`config.mk`:
```
export PLATFORM = sky130hd
export DESIGN_NAME = filter_load_ctrl_flat
export DESIGN_NICKNAME = d
export VERILOG_FILES = /design/src/rtl/filter_load_ctrl_pkg.sv /design/src/rtl/filter_load_ctrl_if.sv /design/src/rtl/filter_load_ctrl.sv /design/src/flat_wrapper.sv
export SDC_FILE = /design/constraint.sdc
export NUM_CORES = 1
export LEC_CHECK = 0
export CORE_UTILIZATION = 54
export CTS_BUF_LIST = sky130_fd_sc_hd__clkbuf_4
export CTS_CLUSTER_DIAMETER = 40
export DETAILED_ROUTE_END_ITERATION = 8
export GPL_TIMING_DRIVEN = 0
export PLACE_DENSITY = 0.95
export SLEW_MARGIN = 20
export SYNTH_ARGS = -nofsm -noshare
export SYNTH_HDL_FRONTEND = slang
export SYNTH_SLANG_ARGS = --single-unit
```
`constraint.sdc`:
```
create_clock -name clk -period 5.55 [get_ports clk]
set_clock_uncertainty 0.05 [all_clocks]
set_input_delay 1.665 -clock clk [delete_from_list [all_inputs] [get_ports clk]]
set_output_delay 1.665 -clock clk [all_outputs]
set_load 0.01 [all_outputs]
```
`src/rtl/filter_load_ctrl_pkg.sv`:
```
// Shared types for the filter load controller: FSM states, chunk count, chunk-to-enable mapping.
// Optional FILTER_LOAD_PERF_EN build adds a stall counter in the top module; nothing here changes.
package filter_pkg;

    typedef enum logic [1:0] {
        IDLE = 2'd0,
        LOAD = 2'd1,
        FULL = 2'd2,
        DONE = 2'd3
    } state_e;

    localparam int BUF_BYTES_DEF  = 16;
    localparam int WORD_BYTES_DEF = 4;
    localparam int CHUNKS         = BUF_BYTES_DEF / WORD_BYTES_DEF;

    // Chunk c lands at bytes c*W..c*W+W-1; the buffer counts enables from the MSB down.
    function automatic int chunk_en_bit(input int chunk, input int buf_bytes, input int word_bytes);
        return buf_bytes - 1 - chunk * word_bytes;
    endfunction

endpackage

```
`src/rtl/filter_load_ctrl_if.sv`:
```
// Control, memory-read and buffer-side signals of the filter load controller.
// master = controller, slave = surroundings (CNN controller, memory port, buffer, conv engine).
interface filter_load_ctrl_if #(
    parameter int ADDR_W    = 16,
    parameter int BUF_BYTES = 16,
    parameter int CNT_W     = 8
);
    logic                 start;
    logic [ADDR_W-1:0]    base_addr;
    logic [CNT_W-1:0]     num_filters;
    logic                 busy;
    logic                 done;
    logic                 rd_req;
    logic [ADDR_W-1:0]    rd_addr;
    logic                 rd_valid;
    logic [BUF_BYTES-1:0] buf_en;
    logic                 filt_ready;
    logic                 filt_consume;
    logic [CNT_W-1:0]     filt_idx;

    modport master (
        input  start, base_addr, num_filters, rd_valid, filt_consume,
        output busy, done, rd_req, rd_addr, buf_en, filt_ready, filt_idx
    );

    modport slave (
        output start, base_addr, num_filters, rd_valid, filt_consume,
        input  busy, done, rd_req, rd_addr, buf_en, filt_ready, filt_idx
    );
endinterface

```
`src/rtl/filter_load_ctrl.sv`:
```
// Loads num_filters filters chunk by chunk into the filter buffer and holds each until consumed.
// rd_req one cycle after start; buf_en is Mealy on rd_valid. FILTER_LOAD_PERF_EN adds stall_cycles.
module filter_load_ctrl
    import filter_pkg::*;
#(
    parameter int ADDR_W     = 16,
    parameter int BUF_BYTES  = BUF_BYTES_DEF,
    parameter int WORD_BYTES = WORD_BYTES_DEF,
    parameter int CNT_W      = 8
) (
    input  logic               clk,
    input  logic               rst_n,
    filter_load_ctrl_if.master bus
`ifdef FILTER_LOAD_PERF_EN
    ,
    output logic [15:0]        stall_cycles
`endif
);

    localparam int NCHUNK  = BUF_BYTES / WORD_BYTES;
    localparam int CHUNK_W = (NCHUNK > 1) ? $clog2(NCHUNK) : 1;

    state_e               r_state;
    logic [CHUNK_W-1:0]   r_chunk;
    logic [CNT_W-1:0]     r_idx;
    logic [CNT_W-1:0]     r_num;
    logic [ADDR_W-1:0]    r_addr;
    logic                 r_req;
    logic                 r_ready;
    logic                 r_busy;
    logic                 r_done;

    logic                 w_beat;
    logic                 w_last_chunk;
    logic                 w_last_filt;
    logic [BUF_BYTES-1:0] w_buf_en;

    assign w_beat       = (r_state == LOAD) && bus.rd_valid;
    assign w_last_chunk = (r_chunk == CHUNK_W'(NCHUNK - 1));
    assign w_last_filt  = (r_idx == (r_num - 1'b1));

    always_comb begin
        w_buf_en = '0;
        if (w_beat) begin
            w_buf_en = {{(BUF_BYTES-1){1'b0}}, 1'b1} << chunk_en_bit(int'(r_chunk), BUF_BYTES, WORD_BYTES);
        end
    end

    // Filters are stored back to back, so base+idx*CHUNKS+chunk is just a running word address.
    always_ff @(posedge clk or negedge rst_n) begin
        if (!rst_n) begin
            r_state <= IDLE;
            r_chunk <= '0;
            r_idx   <= '0;
            r_num   <= '0;
            r_addr  <= '0;
            r_req   <= 1'b0;
            r_ready <= 1'b0;
            r_busy  <= 1'b0;
            r_done  <= 1'b0;
        end else begin
            r_done <= 1'b0;
            unique case (r_state)
                IDLE: begin
                    if (bus.start) begin
                        r_num   <= bus.num_filters;
                        r_addr  <= bus.base_addr;
                        r_idx   <= '0;
                        r_chunk <= '0;
                        r_busy  <= 1'b1;
                        if (bus.num_filters == '0) begin
                            r_state <= DONE;
                            r_done  <= 1'b1;
                        end else begin
                            r_state <= LOAD;
                            r_req   <= 1'b1;
                        end
                    end
                end
                LOAD: begin
                    if (bus.rd_valid) begin
                        r_addr <= r_addr + 1'b1;
                        if (w_last_chunk) begin
                            r_chunk <= '0;
                            r_req   <= 1'b0;
                            r_ready <= 1'b1;
                            r_state <= FULL;
                        end else begin
                            r_chunk <= r_chunk + 1'b1;
                        end
                    end
                end
                FULL: begin
                    if (bus.filt_consume) begin
                        r_ready <= 1'b0;
                        if (w_last_filt) begin
                            r_state <= DONE;
                            r_done  <= 1'b1;
                        end else begin
                            r_idx   <= r_idx + 1'b1;
                            r_req   <= 1'b1;
                            r_state <= LOAD;
                        end
                    end
                end
                DONE: begin
                    r_idx   <= '0;
                    r_busy  <= 1'b0;
                    r_state <= IDLE;
                end
                default: r_state <= IDLE;
            endcase
        end
    end

`ifdef FILTER_LOAD_PERF_EN
    logic [15:0] r_stall;

    always_ff @(posedge clk or negedge rst_n) begin
        if (!rst_n) begin
            r_stall <= '0;
        end else if ((r_state == IDLE) && bus.start) begin
            r_stall <= '0;
        end else if (r_req && !bus.rd_valid && (r_stall != 16'hFFFF)) begin
            r_stall <= r_stall + 1'b1;
        end
    end

    assign stall_cycles = r_stall;
`endif

    assign bus.busy       = r_busy;
    assign bus.done       = r_done;
    assign bus.rd_req     = r_req;
    assign bus.rd_addr    = r_addr;
    assign bus.buf_en     = w_buf_en;
    assign bus.filt_ready = r_ready;
    assign bus.filt_idx   = r_idx;

endmodule

```
`src/flat_wrapper.sv`:
```
// flat-port wrapper written by rule: the top's interface ports become plain ports
module filter_load_ctrl_flat import filter_pkg::*;
#(
    parameter int ADDR_W     = 16,
    parameter int BUF_BYTES  = BUF_BYTES_DEF,
    parameter int WORD_BYTES = WORD_BYTES_DEF,
    parameter int CNT_W      = 8
)
  (clk, rst_n, bus_start, bus_base_addr, bus_num_filters, bus_rd_valid, bus_filt_consume, bus_busy, bus_done, bus_rd_req, bus_rd_addr, bus_buf_en, bus_filt_ready, bus_filt_idx);
  filter_load_ctrl_if #(.ADDR_W(ADDR_W), .BUF_BYTES(BUF_BYTES), .CNT_W(CNT_W)) bus_i ();
  input  logic clk;
  input  logic rst_n;
  input wire logic [$bits(bus_i.start)-1:0] bus_start;
  input wire logic [$bits(bus_i.base_addr)-1:0] bus_base_addr;
  input wire logic [$bits(bus_i.num_filters)-1:0] bus_num_filters;
  input wire logic [$bits(bus_i.rd_valid)-1:0] bus_rd_valid;
  input wire logic [$bits(bus_i.filt_consume)-1:0] bus_filt_consume;
  output wire logic [$bits(bus_i.busy)-1:0] bus_busy;
  output wire logic [$bits(bus_i.done)-1:0] bus_done;
  output wire logic [$bits(bus_i.rd_req)-1:0] bus_rd_req;
  output wire logic [$bits(bus_i.rd_addr)-1:0] bus_rd_addr;
  output wire logic [$bits(bus_i.buf_en)-1:0] bus_buf_en;
  output wire logic [$bits(bus_i.filt_ready)-1:0] bus_filt_ready;
  output wire logic [$bits(bus_i.filt_idx)-1:0] bus_filt_idx;
  assign bus_i.start = bus_start;
  assign bus_i.base_addr = bus_base_addr;
  assign bus_i.num_filters = bus_num_filters;
  assign bus_i.rd_valid = bus_rd_valid;
  assign bus_i.filt_consume = bus_filt_consume;
  assign bus_busy = bus_i.busy;
  assign bus_done = bus_i.done;
  assign bus_rd_req = bus_i.rd_req;
  assign bus_rd_addr = bus_i.rd_addr;
  assign bus_buf_en = bus_i.buf_en;
  assign bus_filt_ready = bus_i.filt_ready;
  assign bus_filt_idx = bus_i.filt_idx;
  filter_load_ctrl #(.ADDR_W(ADDR_W), .BUF_BYTES(BUF_BYTES), .WORD_BYTES(WORD_BYTES), .CNT_W(CNT_W)) u_core (.clk(clk), .rst_n(rst_n), .bus(bus_i));
endmodule
```
# [Yosys cells after proc, flatten, opt, wreduce, memory -nomap -nowiden]
# Cells that the tools add are included.
[word_totals] output_inout_bits=44 inputBits=29 elab_cells=78 ff_bits=40
[op_classes] n_reduce_logical=15 add_sub_neg=5 n_mux=37 n_shift=1 n_eq_ne=11
[ops] cell="$mux W16" count=3
[ops] cell="$pmux W16 S2" count=1
[ops] cell="$shl A1 B32 Y16 const A" count=1
[ops] cell="$mux W8" count=3
[ops] cell="$pmux W8 S3" count=1
[ops] cell="$mux W2" count=9
[ops] cell="$add A16 B1 Y16 const B" count=1
[ops] cell="$mux W1" count=14
[ops] cell="$reduce_and A4 Y1" count=3
[ops] cell="$ne A2 B2 Y1 const B" count=5
[ops] cell="$add A8 B1 Y8 const B" count=1
[ops] cell="$eq A8 B8 Y1" count=1
[ops] cell="$logic_not A8 Y1" count=1
[ops] cell="$pmux W2 S4" count=1
[ops] cell="$sub A8 B1 Y8 const B" count=1
[ops] cell="$reduce_and A7 Y1" count=1
[ops] cell="$eq A2 B2 Y1 const B" count=3
[ops] cell="$pmux W1 S2" count=3
[ops] cell="$reduce_bool A2 Y1" count=3
[ops] cell="$reduce_bool A3 Y1" count=2
[ops] cell="$sub A4 B4 Y5 const A" count=1
[ops] cell="$pmux W2 S2" count=1
[ops] cell="$reduce_and A2 Y1" count=2
[ops] cell="$pmux W1 S3" count=1
[ops] cell="6 further kinds" count=6

# [Longest topological paths before layout]
[logic_depth] depth_word=5 mapped_depth=9 depth_no_buf=8

# [Least setup slack after synthesis]
# OpenSTA, ideal clock, no wires.
[synth_path] path_type="input to output" from="in bus_rd_valid" to="out bus_buf_en[3]" required_ns=3.835 path_slack_ns=1.895 cell_stages=2 n_path_buf=0 arrival_ns=1.940 cell_sequence="nand2_1 > nor2_1"
[synth_via] elab_chain_len=2
[synth_rtl] item="start: declaration" line_no="flat_wrapper.sv:16" rtl="input wire logic [$bits(bus_i.rd_valid)-1:0] bus_rd_valid;"
[synth_rtl] item="$logic_and A1 B1 Y1" line_no="filter_load_ctrl.sv:38" rtl="assign w_beat = (r_state == LOAD) && bus.rd_valid;"
[synth_rtl] item="$mux W16" line_no="filter_load_ctrl.sv:44" rtl="if (w_beat) begin"
[synth_rtl] item="end: declaration" line_no="flat_wrapper.sv:22" rtl="output wire logic [$bits(bus_i.buf_en)-1:0] bus_buf_en;"
# No other way between the ends.

# [Final worst setup path]
# Same ends and word-level chain as after synthesis.

==> impl_metrics.csv <==
group,metric,value,unit
sta,min_period_over_period,88.22,%
worst_hold_path,hp-class,"flip-flop to flip-flop",
critical_path,cp-end-kind,"output port",
floorplanning,die_w,71.91,um
outcome,status,"finished, final reports clean",
power_and_ir_drop,seq_power_share,34.1,%
clock_tree,cts_tree,"done",
floorplanning,row_count,25,
critical_path,worst-path-max-fanout,7,
yosys,synth_cells,303,
cells_and_area,area_delta_synth_final,30.49,%
clock_tree,clockBufferDepth,2,
critical_path,cp-start-kind,"input pin",
yosys,synth_top_area_share,37.93,%
floorplanning,io_pins,73,
global_route,grt.total_usage,28.16,%
sta,slew_violations,0,
global_route,grt_max_degree,22,
power_and_ir_drop,p_leak,1.464,nW
clock_tree,htree_levels,2,
yosys,yosys.area_share.xor_xnor,3.319,%
drt,wl_per_cell,15.62,um
sta,hold_viol,0,
drt,wl,7.031,mm
yosys,synth_top_area_cell,"dfrtp_1",
power_and_ir_drop,pwr-share-clk,10.0,%
sta,tns,0,ns
yosys,synth_edf_count,0,
sta,setup_viol,0,
critical_path,reg2reg_depth,7,
cells_and_area,fin_cells,450,
job,maxCapViolations,0,
yosys,synth.avg_cell_area,8.709,um^2
global_route,grt_pass1_wl,11.17,mm
power_and_ir_drop,p_per_area,464.2,nW/um^2
power_and_ir_drop,p_comb_share,55.9,%
cells_and_area,nets,418,
floorplanning,start_util,55.87,%
floorplanning,die_h,71.91,um
placed_design,gp_congestion,0.9108,
yosys,async_reset_ff_share,100.0,%
worst_hold_path,hp-start,"u_core.bus.filt_ready$_DFFE_PN0P_",
global_route,antenna_found_initial,0,
drt,viasPerCell,5.840,
critical_path,r2r-start,"u_core.r_state[0]$_DFFE_PN0P_",
yosys,syn_area,2639,um^2
sta,max_slew_margin,65.66,%
global_route,first_global_vias,2356,
clock_tree,root_buffer,"clkbuf_4",
clock_tree,post_cts_resized,0,
placed_design,dp_hpwl,5.142,mm
power_and_ir_drop,switching_share,45.70,%
placed_design,dp.cells,442,
clock_tree,clock_sinks,40,
power_and_ir_drop,p_sw,730.6,uW
floorplanning,die_area,5170,um^2
clock_tree,cts_hold_buf,0,
power_and_ir_drop,peakVddDrop,0.2624,mV
sta,finalCriticalPeriod,4.896,ns
cells_and_area,diodes,0,
floorplanning,fp.coreArea,4723,um^2
global_route,grt.overflow.total,0,
yosys,synth_simple_gate_area_share,19.16,%
placed_design,port_buffers,60,
sta,rsz0062_at_grt,"no",
yosys,synthAdderAreaFrac,3.319,%
cells_and_area,final_cell_mix,"clkdlybuf4s50_1 (59), dfrtp_1 (40), a21oi_1 (36), nor2_1 (24), nand2_1 (22)",
sta,worst_pin_slew,0.5151,ns
critical_path,worstPathRequired,3.84,ns
drt,firstDrtPassIters,7,
drt,antenna_left,0,
sta,timing.hold.ws,0.4510,ns
clock_tree,clock_latency,0.37,ns
critical_path,worstSetupPathType,"input pin to output port",
clock_tree,numCtsBuffers,5,
cells_and_area,final_common_cell,"clkdlybuf4s50_1",
yosys,synth-seq-cells,40,
drt,remaining_drc_errors,0,
clock_tree,clk_pin_slew,0.11,ns
yosys,ys_seq_area_share,37.93,%
yosys,synth_mux_area_share,3.888,%
sta,fmax,204.2,MHz
yosys,netlist_top_cells_area,"dfrtp_1 (38%), a21oi_1 (6.8%), buf_4 (4.0%)",
yosys,synth_compound_area_share,23.90,%
critical_path,critPathLaunch,"bus_rd_valid",
drt,dr.first_iter.drc_count,367,
cells_and_area,drive_gt1_share,12.27,%
drt,dr_total_vias,2628,
power_and_ir_drop,total_power,1.599,mW
yosys,yosysWarnings,0,
critical_path,crit_arrival,3.18,ns
yosys,synth_top_flop_cell,"dfrtp_1",
yosys,ys_types,53,
yosys,synth_top_family_by_area,"compound AO/OA/AOI/OAI gates",
power_and_ir_drop,intPower,868.0,uW
worst_hold_path,holdPathStages,1,
clock_tree,cts_post_setup_buffers_inserted,0,
-- power by group through the flow --
stage	Combinational, mW	Sequential (mW)	Clock [mW]
floorplan	0.539	0.546	0
global placement	0.842	0.535	0
detailed placement	0.878	0.545	0
CTS	0.887	0.540	0.160
global route	0.974	0.561	0.172
finish	0.893	0.545	0.160
-- final timing paths --
| path | end | slack, ns |
|---|---|---|
| setup / recovery | bus_buf_en[3] | 0.65 |
| hold / removal | u_core.bus.filt_ready$_DFFE_PN0P_ | 0.45 |
| setup reg to reg | u_core.bus.rd_addr[4]$_DFFE_PN0P_ | 3.19 |
| hold reg to reg | u_core.bus.filt_ready$_DFFE_PN0P_ | 0.45 |
| max in group asynchronous | u_core.bus.filt_ready$_DFFE_PN0P_ | 3.77 |
| min in group asynchronous | u_core.bus.filt_idx[0]$_DFFE_PN0P_ | 1.19 |
-- state kept, by name, summed over array words and instances, names as in the netlist --
signal and cells:
u_core.r_chunk 2, u_core.bus.rd_addr 16, u_core.r_state 2, u_core.bus.filt_ready 1, u_core.bus.busy 1, u_core.bus.done 1, u_core.bus.rd_req 1, u_core.r_num 8
u_core.bus.filt_idx 8
-- routing by layer --
layer  part of all wire (%)  vias to the layer above  GRT usage (%)
met5                      0                        -              0
li1                       -                     1225              -
met3                    8.2                       33          5.139
met4                    3.9                        0          14.16
met1                     40                     1218          37.16
met2                     48                      152          44.76
-- synthesized netlist by cell type (2+ instances only) --
master and count:
a211o_2 3, a211oi_1 2, a21o_1 2, a21oi_1 36, a31o_2 4, a31oi_1 3, and3_1 8, buf_4 14
clkbuf_1 12, dfrtp_1 40, ha_1 7, inv_1 11, mux2_2 6, mux2i_1 2, nand2_1 22, nand2b_1 4
nand3_1 13, nand3b_1 2, nand4_1 5, nor2_1 24, nor2b_1 5, nor3_1 4, o21a_1 3, o21ai_0 20
o22ai_1 9, o2bb2a_1 2, o2bb2ai_1 2, o32a_1 2, or3_1 2, or4_1 3, xnor2_1 5, xor2_1 5
-- critical path, stage by stage --
cell and delay (ns):
clkdlybuf4s50_1 0.58, nand2_1 0.11, nor2_1 0.20, clkdlybuf4s50_1 0.63
-- through the flow --
stage / worst slack (ns) / area [um^2] / util, %
2_1_floorplan: 1.895 / 2680 / -
3_3_place_gp: 0.7252 / 3364 / 71.23
3_5_place_dp: 0.7025 / 3387 / 71.71
4_1_cts: 0.6967 / 3443 / 72.90
5_1_grt: 0.6136 / 3443 / 72.90
6_report: 0.6537 / 3443 / 72.90
-- cell type report --
type | count | area [um^2]
multi-input combinational | 233 | 1459
clock buffer | 7 | 52.55
sequential | 40 | 1001
clock inverter | 1 | 3.754
buffer | 30 | 178.9
timing repair buffer | 61 | 623.1
tap | 67 | 83.83
inverter | 11 | 41.29
fill | 361 | 1280
-- logic make-up after synthesis --
| logic type | after synthesis |
|---|---|
| XOR/XNOR | 10 |
| AO/OA/AOI/OAI | 96 |
| multiplexers | 9 |
| flip-flops | 40 |
| AND/OR/NAND/NOR | 99 |
| other | 1 |
| buffers and inverters | 41 |
| adder cells (fa/ha/maj) | 7 |
Power figures use the tool's default switching activity.
